File: config.mk
export PLATFORM = sky130hd
export DESIGN_NAME = bird_kinematics_flat
export DESIGN_NICKNAME = d
export VERILOG_FILES = /design/src/rtl/bird_kinematics_if.sv /design/src/rtl/bird_kinematics.sv /design/src/flat_wrapper.sv
export SDC_FILE = /design/constraint.sdc
export NUM_CORES = 1
export LEC_CHECK = 0
export ABC_AREA = 1
export BUFFER_PORTS_ARGS = -buffer_cell sky130_fd_sc_hd__buf_2
export CAP_MARGIN = 25
export CORE_MARGIN = 2
export CORE_UTILIZATION = 48
export DETAILED_ROUTE_END_ITERATION = 16
export GPL_ROUTABILITY_DRIVEN = 0
export GPL_TIMING_DRIVEN = 0
export PLACE_DENSITY = 0.77
export SYNTH_ARGS = -nofsm -noshare
export SYNTH_HDL_FRONTEND = slang
export SYNTH_SLANG_ARGS = --single-unit
File: constraint.sdc
create_clock -name Clk -period 2.1 [get_ports Clk]
set_input_delay 0.315 -clock Clk [delete_from_list [all_inputs] [get_ports Clk]]
set_output_delay 0.315 -clock Clk [all_outputs]
set_load 0.05 [all_outputs]
File: src/rtl/bird_kinematics_if.sv
// Control and sprite-state bundle between the game controller and the bird physics block.
interface bird_kinematics_if #(
    parameter int CW = 10,
    parameter int VW = 8
);
    logic                 Start;
    logic                 Stop;
    logic                 Ack;
    logic                 BtnPress;
    logic                 Tick;
    logic [CW-1:0]        Bird_X_L;
    logic [CW-1:0]        Bird_X_R;
    logic [CW-1:0]        Bird_Y_T;
    logic [CW-1:0]        Bird_Y_B;
    logic signed [VW-1:0] Velocity;
    logic                 HitFloor;
    logic                 q_Initial;
    logic                 q_Flight;
    logic                 q_Stop;

    modport master (
        output Start, Stop, Ack, BtnPress, Tick,
        input  Bird_X_L, Bird_X_R, Bird_Y_T, Bird_Y_B, Velocity, HitFloor,
               q_Initial, q_Flight, q_Stop
    );

    modport slave (
        input  Start, Stop, Ack, BtnPress, Tick,
        output Bird_X_L, Bird_X_R, Bird_Y_T, Bird_Y_B, Velocity, HitFloor,
               q_Initial, q_Flight, q_Stop
    );
endinterface

File: src/rtl/bird_kinematics.sv
// Vertical bird physics: gravity, flap impulse, ceiling/floor clamping and
// an INIT/FLIGHT/STOP game-state machine, updated once per Tick strobe.
module bird_kinematics #(
    parameter int CW       = 10,
    parameter int VW       = 8,
    parameter int SCREEN_H = 480,
    parameter int BIRD_W   = 20,
    parameter int BIRD_H   = 20,
    parameter int X0       = 300,
    parameter int Y0       = 220,
    parameter int JUMP_V   = 8,
    parameter int GRAVITY  = 1,
    parameter int VMAX     = 12
) (
    input  logic               Clk,
    input  logic               reset,
    bird_kinematics_if.slave   bus
);
    localparam int NW = CW + 2;

    typedef enum logic [1:0] {
        INIT   = 2'd0,
        FLIGHT = 2'd1,
        STOP   = 2'd2
    } state_t;

    localparam logic signed [NW-1:0] FLOOR_S = NW'(SCREEN_H - BIRD_H);
    localparam logic signed [VW:0]   GRAV_S  = (VW+1)'(GRAVITY);
    localparam logic signed [VW:0]   VMAX_S  = (VW+1)'(VMAX);
    localparam logic signed [VW-1:0] VJUMP_S = VW'(-JUMP_V);

    state_t               state_q, state_d;
    logic [CW-1:0]        y_q, y_d;
    logic signed [VW-1:0] vel_q, vel_d;
    logic                 jmp_q, jmp_d;
    logic                 btn_q;
    logic                 hit_q, hit_d;

    logic                 btn_edge;
    logic                 jump;
    logic signed [NW-1:0] ny;
    logic signed [VW:0]   vel_sum;
    logic signed [VW-1:0] vel_grav;

    always_ff @(posedge Clk or posedge reset) begin
        if (reset) begin
            state_q <= INIT;
            y_q     <= CW'(Y0);
            vel_q   <= '0;
            jmp_q   <= 1'b0;
            btn_q   <= 1'b0;
            hit_q   <= 1'b0;
        end else begin
            state_q <= state_d;
            y_q     <= y_d;
            vel_q   <= vel_d;
            jmp_q   <= jmp_d;
            btn_q   <= bus.BtnPress;
            hit_q   <= hit_d;
        end
    end

    always_comb begin
        state_d  = state_q;
        y_d      = y_q;
        vel_d    = vel_q;
        jmp_d    = jmp_q;
        hit_d    = 1'b0;
        btn_edge = bus.BtnPress & ~btn_q;
        jump     = jmp_q | btn_edge;
        // Next position uses the pre-update velocity, widened so both
        // overshoot above the ceiling and below the floor stay representable.
        ny       = $signed({2'b00, y_q}) + NW'(vel_q);
        vel_sum  = (VW+1)'(vel_q) + GRAV_S;
        vel_grav = (vel_sum > VMAX_S) ? VW'(VMAX_S) : vel_sum[VW-1:0];

        case (state_q)
            INIT: begin
                y_d   = CW'(Y0);
                vel_d = '0;
                jmp_d = 1'b0;
                if (bus.Start) state_d = FLIGHT;
            end
            FLIGHT: begin
                jmp_d = jump;
                if (bus.Tick) begin
                    jmp_d = 1'b0;
                    vel_d = jump ? VJUMP_S : vel_grav;
                    if (ny < 0) begin
                        y_d   = '0;
                        vel_d = jump ? VJUMP_S : '0;
                    end else if (ny > FLOOR_S) begin
                        // Floor contact ends the flight regardless of a pending flap.
                        y_d     = CW'(SCREEN_H - BIRD_H);
                        vel_d   = '0;
                        hit_d   = 1'b1;
                        state_d = STOP;
                    end else begin
                        y_d = ny[CW-1:0];
                    end
                end
                if (bus.Stop) state_d = STOP;
            end
            STOP: begin
                if (bus.Ack) state_d = INIT;
            end
            default: state_d = INIT;
        endcase
    end

    assign bus.Bird_X_L  = CW'(X0);
    assign bus.Bird_X_R  = CW'(X0 + BIRD_W);
    assign bus.Bird_Y_T  = y_q;
    assign bus.Bird_Y_B  = y_q + CW'(BIRD_H);
    assign bus.Velocity  = vel_q;
    assign bus.HitFloor  = hit_q;
    assign bus.q_Initial = (state_q == INIT);
    assign bus.q_Flight  = (state_q == FLIGHT);
    assign bus.q_Stop    = (state_q == STOP);
endmodule

File: src/flat_wrapper.sv
// flat-port wrapper written by rule: the top's interface ports become plain ports
module bird_kinematics_flat 
#(
    parameter int CW       = 10,
    parameter int VW       = 8,
    parameter int SCREEN_H = 480,
    parameter int BIRD_W   = 20,
    parameter int BIRD_H   = 20,
    parameter int X0       = 300,
    parameter int Y0       = 220,
    parameter int JUMP_V   = 8,
    parameter int GRAVITY  = 1,
    parameter int VMAX     = 12
)
  (Clk, reset, bus_Start, bus_Stop, bus_Ack, bus_BtnPress, bus_Tick, bus_Bird_X_L, bus_Bird_X_R, bus_Bird_Y_T, bus_Bird_Y_B, bus_Velocity, bus_HitFloor, bus_q_Initial, bus_q_Flight, bus_q_Stop);
  bird_kinematics_if #(.CW(CW), .VW(VW)) bus_i ();
  input  logic Clk;
  input  logic reset;
  input wire logic [$bits(bus_i.Start)-1:0] bus_Start;
  input wire logic [$bits(bus_i.Stop)-1:0] bus_Stop;
  input wire logic [$bits(bus_i.Ack)-1:0] bus_Ack;
  input wire logic [$bits(bus_i.BtnPress)-1:0] bus_BtnPress;
  input wire logic [$bits(bus_i.Tick)-1:0] bus_Tick;
  output wire logic [$bits(bus_i.Bird_X_L)-1:0] bus_Bird_X_L;
  output wire logic [$bits(bus_i.Bird_X_R)-1:0] bus_Bird_X_R;
  output wire logic [$bits(bus_i.Bird_Y_T)-1:0] bus_Bird_Y_T;
  output wire logic [$bits(bus_i.Bird_Y_B)-1:0] bus_Bird_Y_B;
  output wire logic [$bits(bus_i.Velocity)-1:0] bus_Velocity;
  output wire logic [$bits(bus_i.HitFloor)-1:0] bus_HitFloor;
  output wire logic [$bits(bus_i.q_Initial)-1:0] bus_q_Initial;
  output wire logic [$bits(bus_i.q_Flight)-1:0] bus_q_Flight;
  output wire logic [$bits(bus_i.q_Stop)-1:0] bus_q_Stop;
  assign bus_i.Start = bus_Start;
  assign bus_i.Stop = bus_Stop;
  assign bus_i.Ack = bus_Ack;
  assign bus_i.BtnPress = bus_BtnPress;
  assign bus_i.Tick = bus_Tick;
  assign bus_Bird_X_L = bus_i.Bird_X_L;
  assign bus_Bird_X_R = bus_i.Bird_X_R;
  assign bus_Bird_Y_T = bus_i.Bird_Y_T;
  assign bus_Bird_Y_B = bus_i.Bird_Y_B;
  assign bus_Velocity = bus_i.Velocity;
  assign bus_HitFloor = bus_i.HitFloor;
  assign bus_q_Initial = bus_i.q_Initial;
  assign bus_q_Flight = bus_i.q_Flight;
  assign bus_q_Stop = bus_i.q_Stop;
  bird_kinematics #(.CW(CW), .VW(VW), .SCREEN_H(SCREEN_H), .BIRD_W(BIRD_W), .BIRD_H(BIRD_H), .X0(X0), .Y0(Y0), .JUMP_V(JUMP_V), .GRAVITY(GRAVITY), .VMAX(VMAX)) u_core (.Clk(Clk), .reset(reset), .bus(bus_i));
endmodule
Yosys cells after proc, flatten, opt, wreduce, memory -nomap -nowiden
Index checks and enable logic that the tools add are counted.
Word-level totals
  ROM bits: 0
  memories: 0
  bits in registers: 23
  memory bits (writable): 0
  word-level logic and storage cells: 51
  bits of input ports: 7
  bits in latches: 0
Operators by class
  shifts and indexed selects: 0
  add/subtract/negate cells: 3
  reduce and logical (&&, ||, !) cells: 4
  multipliers: 0
  order comparisons: 3
  divide/modulo/power cells: 0
  bitwise gates (word level): 3
  mux-type cells: 24
  equal/unequal tests: 8
Operators with widths (count)
  8-bit 2-to-1 mux: 6
  10-bit 2-to-1 mux: 3
  10-bit one-hot mux with 2 select lines: 1
  8-bit one-hot mux with 2 select lines: 1
  11-bit by 8-bit adder with 12-bit output: 1
  12-bit by 10-bit > comparator with 1-bit output (second input constant): 1
  12-bit by 1-bit < comparator with 1-bit output (second input constant): 1
  2-bit 2-to-1 mux: 6
  10-bit by 5-bit adder with 10-bit output (second input constant): 1
  8-bit by 2-bit adder with 9-bit output (second input constant): 1
  9-bit by 5-bit > comparator with 1-bit output (second input constant): 1
  2-bit inequality test (second input constant): 3
  3-bit inequality test (second input constant): 2
  2-bit one-hot mux with 3 select lines: 1
  1-bit 2-to-1 mux: 5
  5-bit AND reduction: 1
  3-bit by 2-bit inequality test with 1-bit output (second input constant): 1
  2-bit by 1-bit == test with 1-bit output (second input constant): 1
  2-bit == test (second input constant): 1
  2-bit zero test: 1
  1-bit one-hot mux with 2 select lines: 1
  2-bit AND reduction: 1
  2-bit nonzero test: 1
  1-bit AND: 1
  2 further kinds: 2

Longest topological paths before layout
  depth after elaboration: 8
  mapped depth: 17
  gate-level depth less buffers: 17

Worst setup path before layout
No wires, ideal clock.
  path kind: register -> register
  from: reg u_core.vel_q[0], in the netlist u_core.bus.Velocity[0]
  to: reg u_core.state_q[1]
  setup time: 0.120 ns
  data required time: 1.980 ns
  arrival time: 2.250 ns
  setup slack: -0.270 ns
  stages on the path, launching flop included: 18
  period minus slack after synthesis: 2.370 ns
  cells stage by stage: dfrtp_1 > ha_1 > inv_1 > fa_1 > inv_1 > nand3_1 > nand2_1 > nand2_1 > nand2_1 > nand2_1 > inv_1 > nand2_1 > nand3_2 > nand3_4 > nand3_1 > nand2_1 > nand3_1 > nand2_1
On the way
  cells in the longest elaborated chain, start to end: 4
  elaborated cells on any way between the ends: 6
  those cells by class: 1 x add/sub; 2 x order compare; 2 x eq/ne; 1 x reduce/logical
RTL lines
  start, declared: RTL line bird_kinematics.sv:34  | logic signed [VW-1:0] vel_q, vel_d;
  start signal, assigned: RTL line bird_kinematics.sv:56  | vel_q <= vel_d;
  11-bit by 8-bit adder with 12-bit output (*): RTL line bird_kinematics.sv:73  | ny = $signed({2'b00, y_q}) + NW'(vel_q);
  12-bit by 1-bit < comparator with 1-bit output / 12-bit by 10-bit > comparator with 1-bit output (equally long branches): RTL line bird_kinematics.sv:89, bird_kinematics.sv:92
  3-bit inequality test (no source line) / 3-bit by 2-bit inequality test with 1-bit output (equally long branches)
  5-bit AND reduction (no source line) (*)
  end signal, assigned: RTL line bird_kinematics.sv:54  | state_q <= state_d;
  end, declared: RTL line bird_kinematics.sv:32  | state_t state_q, state_d;
Mark *: on every way between the ends. The rest lies on a longest branch, timed or not.
A chain may end at the register's enable or synchronous reset.

Final worst setup path
  from: reg u_core.vel_q[0], in the netlist u_core.bus.Velocity[0]
  to: reg u_core.y_q[4], in the netlist u_core.bus.Bird_Y_T[4]
On the way
  cells in the longest elaborated chain, start to end: 6
  elaborated cells on any way between the ends: 7
  those cells by class: 1 x add/sub; 2 x order compare; 4 x mux
RTL lines
  11-bit by 8-bit adder with 12-bit output (*): RTL line bird_kinematics.sv:73
  12-bit by 10-bit > comparator with 1-bit output: RTL line bird_kinematics.sv:92  | end else if (ny > FLOOR_S) begin
  10-bit 2-to-1 mux: RTL line bird_kinematics.sv:92
  10-bit 2-to-1 mux (*): RTL line bird_kinematics.sv:89  | if (ny < 0) begin
  10-bit 2-to-1 mux (*): RTL line bird_kinematics.sv:86  | if (bus.Tick) begin
  10-bit one-hot mux with 2 select lines (*): RTL line bird_kinematics.sv:77  | case (state_q)
  end signal, assigned: RTL line bird_kinematics.sv:48  | y_q <= CW'(Y0);
  end signal, assigned: RTL line bird_kinematics.sv:55  | y_q <= y_d;
  end, declared: RTL line bird_kinematics.sv:33  | logic [CW-1:0] y_q, y_d;
Mark *: on every way between the ends. The rest lies on a longest branch, timed or not. The select of a mux whose other input is x is not followed.

==> insert_results.sql <==
INSERT INTO impl_metrics (metric_group, metric, value, unit) VALUES
('yosys', 'postSynthCellCount', '320', ''),
('global_route', 'first_pass_grt_wire_length', '9.89', 'mm'),
('clock_tree', 'clock_sinks', '23', ''),
('yosys', 'postSynthAreaPerCell', '6.92', 'µm²'),
('yosys', 'yosysMostFrequentCell', 'nand2_1', ''),
('sta', 'whs', '0.168', 'ns'),
('run_status', 'status', 'finished, violations left', ''),
('global_route', 'groute.usage.overall', '24.3', '%'),
('finish', 'layout-drive-gt1-share', '44.1', '%'),
('drt', 'detail_route.wirelength', '6.13', 'mm'),
('drt', 'drc', '0', ''),
('drt', 'dr.pass1.iters', '4', ''),
('worst_setup_path', 'critical_path_endpoint_category', 'flop', ''),
('sta', 'hold_viol', '0', ''),
('sta', 'worstMarginPinSlew', '0.926', 'ns'),
('sta', 'setup_viol', '13', ''),
('clock_tree', 'holdBufCountCts', '0', ''),
('sta', 'timing.slew.headroom', '38.2', '%'),
('sta', 'worst_setup_slack_after_layout', '-0.0516', 'ns'),
('sta', 'final.period_utilization', '102', '%'),
('floorplan', 'die_y', '71.9', 'µm'),
('yosys', 'async_reset_ff_share', '100', '%'),
('yosys', 'synth_top_area_cell', 'dfrtp_1', ''),
('yosys', 'ys_top_cells_by_area', 'dfrtp_1 20%, nand2_1 14%, ha_1 7.9%', ''),
('global_route', 'pin_count_of_the_biggest_net_entering_global_routing', '24', ''),
('sta', 'skew', '0.00148', 'ns'),
('drt', 'routed_wire_length_per_instance', '13.4', 'µm'),
('run', 'max_cap_violations', '0', ''),
('power_and_ir_drop', 'vdd_ir_drop_max', '0.000783', 'V'),
('finish', 'layout.area.seq', '602', 'µm²'),
('yosys', 'syn_area', '2210', 'µm²'),
('worst_setup_path', 'crit_type', 'flop to flop', ''),
('floorplan', 'fp.dieW', '71.9', 'µm'),
('drt', 'met3RoutedLength', '316', 'µm'),
('yosys', 'number_of_flops_mapped_to_enable_cells_by_yosys', '0', ''),
('sta', 'slew_viol_final', '0', ''),
('floorplan', 'floorplan.io_pins', '59', ''),
('worst_setup_path', 'timing.critical_path.arrival', '2.36', 'ns'),
('placement', 'place.detailed.hpwl', '4.28', 'mm'),
('yosys', 'synth.yosys.warnings', '0', ''),
('yosys', 'synth.lib_cells_used.distinct', '37', ''),
('yosys', 'synth.yosys.seq_area_share', '26.3', '%'),
('global_route', 'grt_pass1_vias', '2232', ''),
('drt', 'wl_met1', '2.57', 'mm'),
('clock_tree', 'worst_skew_pair.late_latency', '0.27', 'ns'),
('power_and_ir_drop', 'p_leak', '1.67', 'nW'),
('clock_tree', 'clock_tree_from_tritoncts', 'done', ''),
('power_and_ir_drop', 'design_power_total', '5.02', 'mW'),
('finish', 'syn2layout_area_growth', '37.9', '%'),
('drt', 'drtAntennaViolNets', '0', ''),
('sta', 'timing.fmax', '465', 'MHz'),
('sta', 'fin_crit', '2.15', 'ns'),
('yosys', 'synth_common_cells', '84 x nand2_1, 46 x inv_1, 24 x nor2_1', ''),
('global_route', 'globalRoute.totalOverflow', '0', ''),
('worst_setup_path', 'critical_path_peak_fanout', '4', ''),
('finish', 'insertedDiodeCount', '0', ''),
('yosys', 'yosys_most_used_dff', 'dfrtp_1', ''),
('finish', 'layout.nets', '427', ''),
('floorplan', 'fp-row-count', '24', ''),
('floorplan', 'die_area', '5170', 'µm²'),
('clock_tree', 'clkSlewWorstSetupHoldPaths', '0.09', 'ns'),
('worst_setup_path', 'critPathRequiredTime', '2.31', 'ns'),
('placement', 'io_buffers', '38', ''),
('power_and_ir_drop', 'pwr_density_cell', '1640', 'nW/µm²'),
('clock_tree', 'cts-buffers-inserted', '3', ''),
('run_status', 'violations_in_the_final_reports', 'negative setup slack', ''),
('sta', 'rsz0062_at_grt', 'yes', ''),
('drt', 'highest_layer_used_for_signal_routing', 'met4', ''),
('clock_tree', 'cts_max_level', '1', ''),
('yosys', 'synth.top_cell.area_share', '20.4', '%'),
('clock_tree', 'cts_root_buffer', 'clkbuf_8', ''),
('clock_tree', 'buffers_from_clock_root_to_sink_at_most', '2', ''),
('drt', 'route.detailed.vias_per_inst', '5.08', ''),
('finish', 'fill_cells', '331', ''),
('finish', 'multiInputGateArea', '1600', 'µm²'),
('global_route', 'antenna_violations_before_repair', '0', ''),
('drt', 'route.met2.wl', '3.07', 'mm'),
('floorplan', 'floorplan.initialDensity', '50.5', '%'),
('floorplan', 'core-area', '4380', 'µm²'),
('worst_setup_path', 'worstSetupStartpointType', 'flop', ''),
('yosys', 'postSynthRegisterBits', '23', ''),
('drt', 'vias_after_detailed_routing', '2316', ''),
('drt', 'drtIter0Drc', '143', ''),
('min_path', 'holdCritPathClass', 'input port to flop', '');
-- metrics by stage --
stage	TNS (ns)	cell area, µm²	util [%]	setup WS [ns]	instances
CTS	-0.0151	2910	66.4	-0.00560	448
detailed placement	-1.56	2610	59.5	-0.140	428
global route	-3.36	3050	69.6	-0.234	456
global placement	-0.641	2610	59.5	-0.0807	428
floorplan	-0.336	2350	-	-0.0663	338
finish	-0.328	3050	69.6	-0.0516	456
-- final cells by class --
type,instances,share of cell area (%)
flip-flops and latches,23,19.7
plain buffers,23,5.57
multi-input cells,243,52.4
well taps,52,2.13
clock buffers,4,1.48
inverters,50,6.31
repair buffers,61,12.4
-- timing repair --
action                                  in CTS  in global routing
buffers inserted                            15                  8
cloned                                       1                  0
pin swaps                                   16                  8
resized for setup                           27                 27
endpoints found under the setup margin      21                 23
-- where the power goes --
part / switching (mW) / internal, mW
Sequential: 0.188 / 0.606
Clock: 0.157 / 0.136
Combinational: 2.66 / 1.27
-- sequential cells by signal (all words and copies together), names as in the netlist --
| signal | count |
|---|---|
| u_core.bus.Bird_Y_T | 10 |
| u_core.bus.Velocity | 8 |
| u_core.state_q | 2 |
| u_core.btn_q | 1 |
| u_core.bus.HitFloor | 1 |
| u_core.jmp_q | 1 |
-- cell usage in the layout (no fill, tap or decap), types with 9 or more instances in the layout --
master   instances
dfrtp_2         10
conb_1          20
nand2_1         69
buf_2           36
nand3_1         16
nand3_2          9
buf_4           46
nand2_2         22
nor2_1          20
inv_1           43
-- per-layer routing --
layer	vias up	GRT usage, %
li1	1146	-
met1	1070	30.8
met2	82	41.2
met3	18	3.19
met4	0	11.3
met5	-	0
-- kinds of logic after synthesis --
logic type,synth area share (%)
flops,26.3
buf+inv,16.3
fa+ha+maj,8.82
simple gates,35.4
other cells,0.339
xor+xnor,3.96
compound gates,8.93
-- critical path, cell delays in order, from the launching register on --
cell and delay [ns]:
dfrtp_2 0.40, ha_4 0.14, inv_2 0.03, fa_2 0.54
inv_2 0.03, nor2_1 0.10, nor2_1 0.05, nand3_1 0.06
nand2_1 0.06, inv_1 0.04, nand2_1 0.06, nand3_2 0.08
nand3_4 0.16, inv_4 0.12, nand3b_1 0.09, a21oi_2 0.12
-- final timing paths --
check	startpoint	depth (start not counted)	slack, ns	to
worst max-delay path	u_core.bus.Velocity[0]	15	-0.05	u_core.bus.Bird_Y_T[4]
worst min-delay path	bus_BtnPress	1	0.17	u_core.btn_q
worst max register to register	u_core.bus.Velocity[0]	15	-0.05	u_core.bus.Bird_Y_T[4]
worst min register to register	u_core.jmp_q	1	0.50	u_core.jmp_q
max in group asynchronous	reset	2	1.24	u_core.bus.Bird_Y_T[5]
min in group asynchronous	reset	2	0.24	u_core.jmp_q
(Power assumes the default switching activity.)
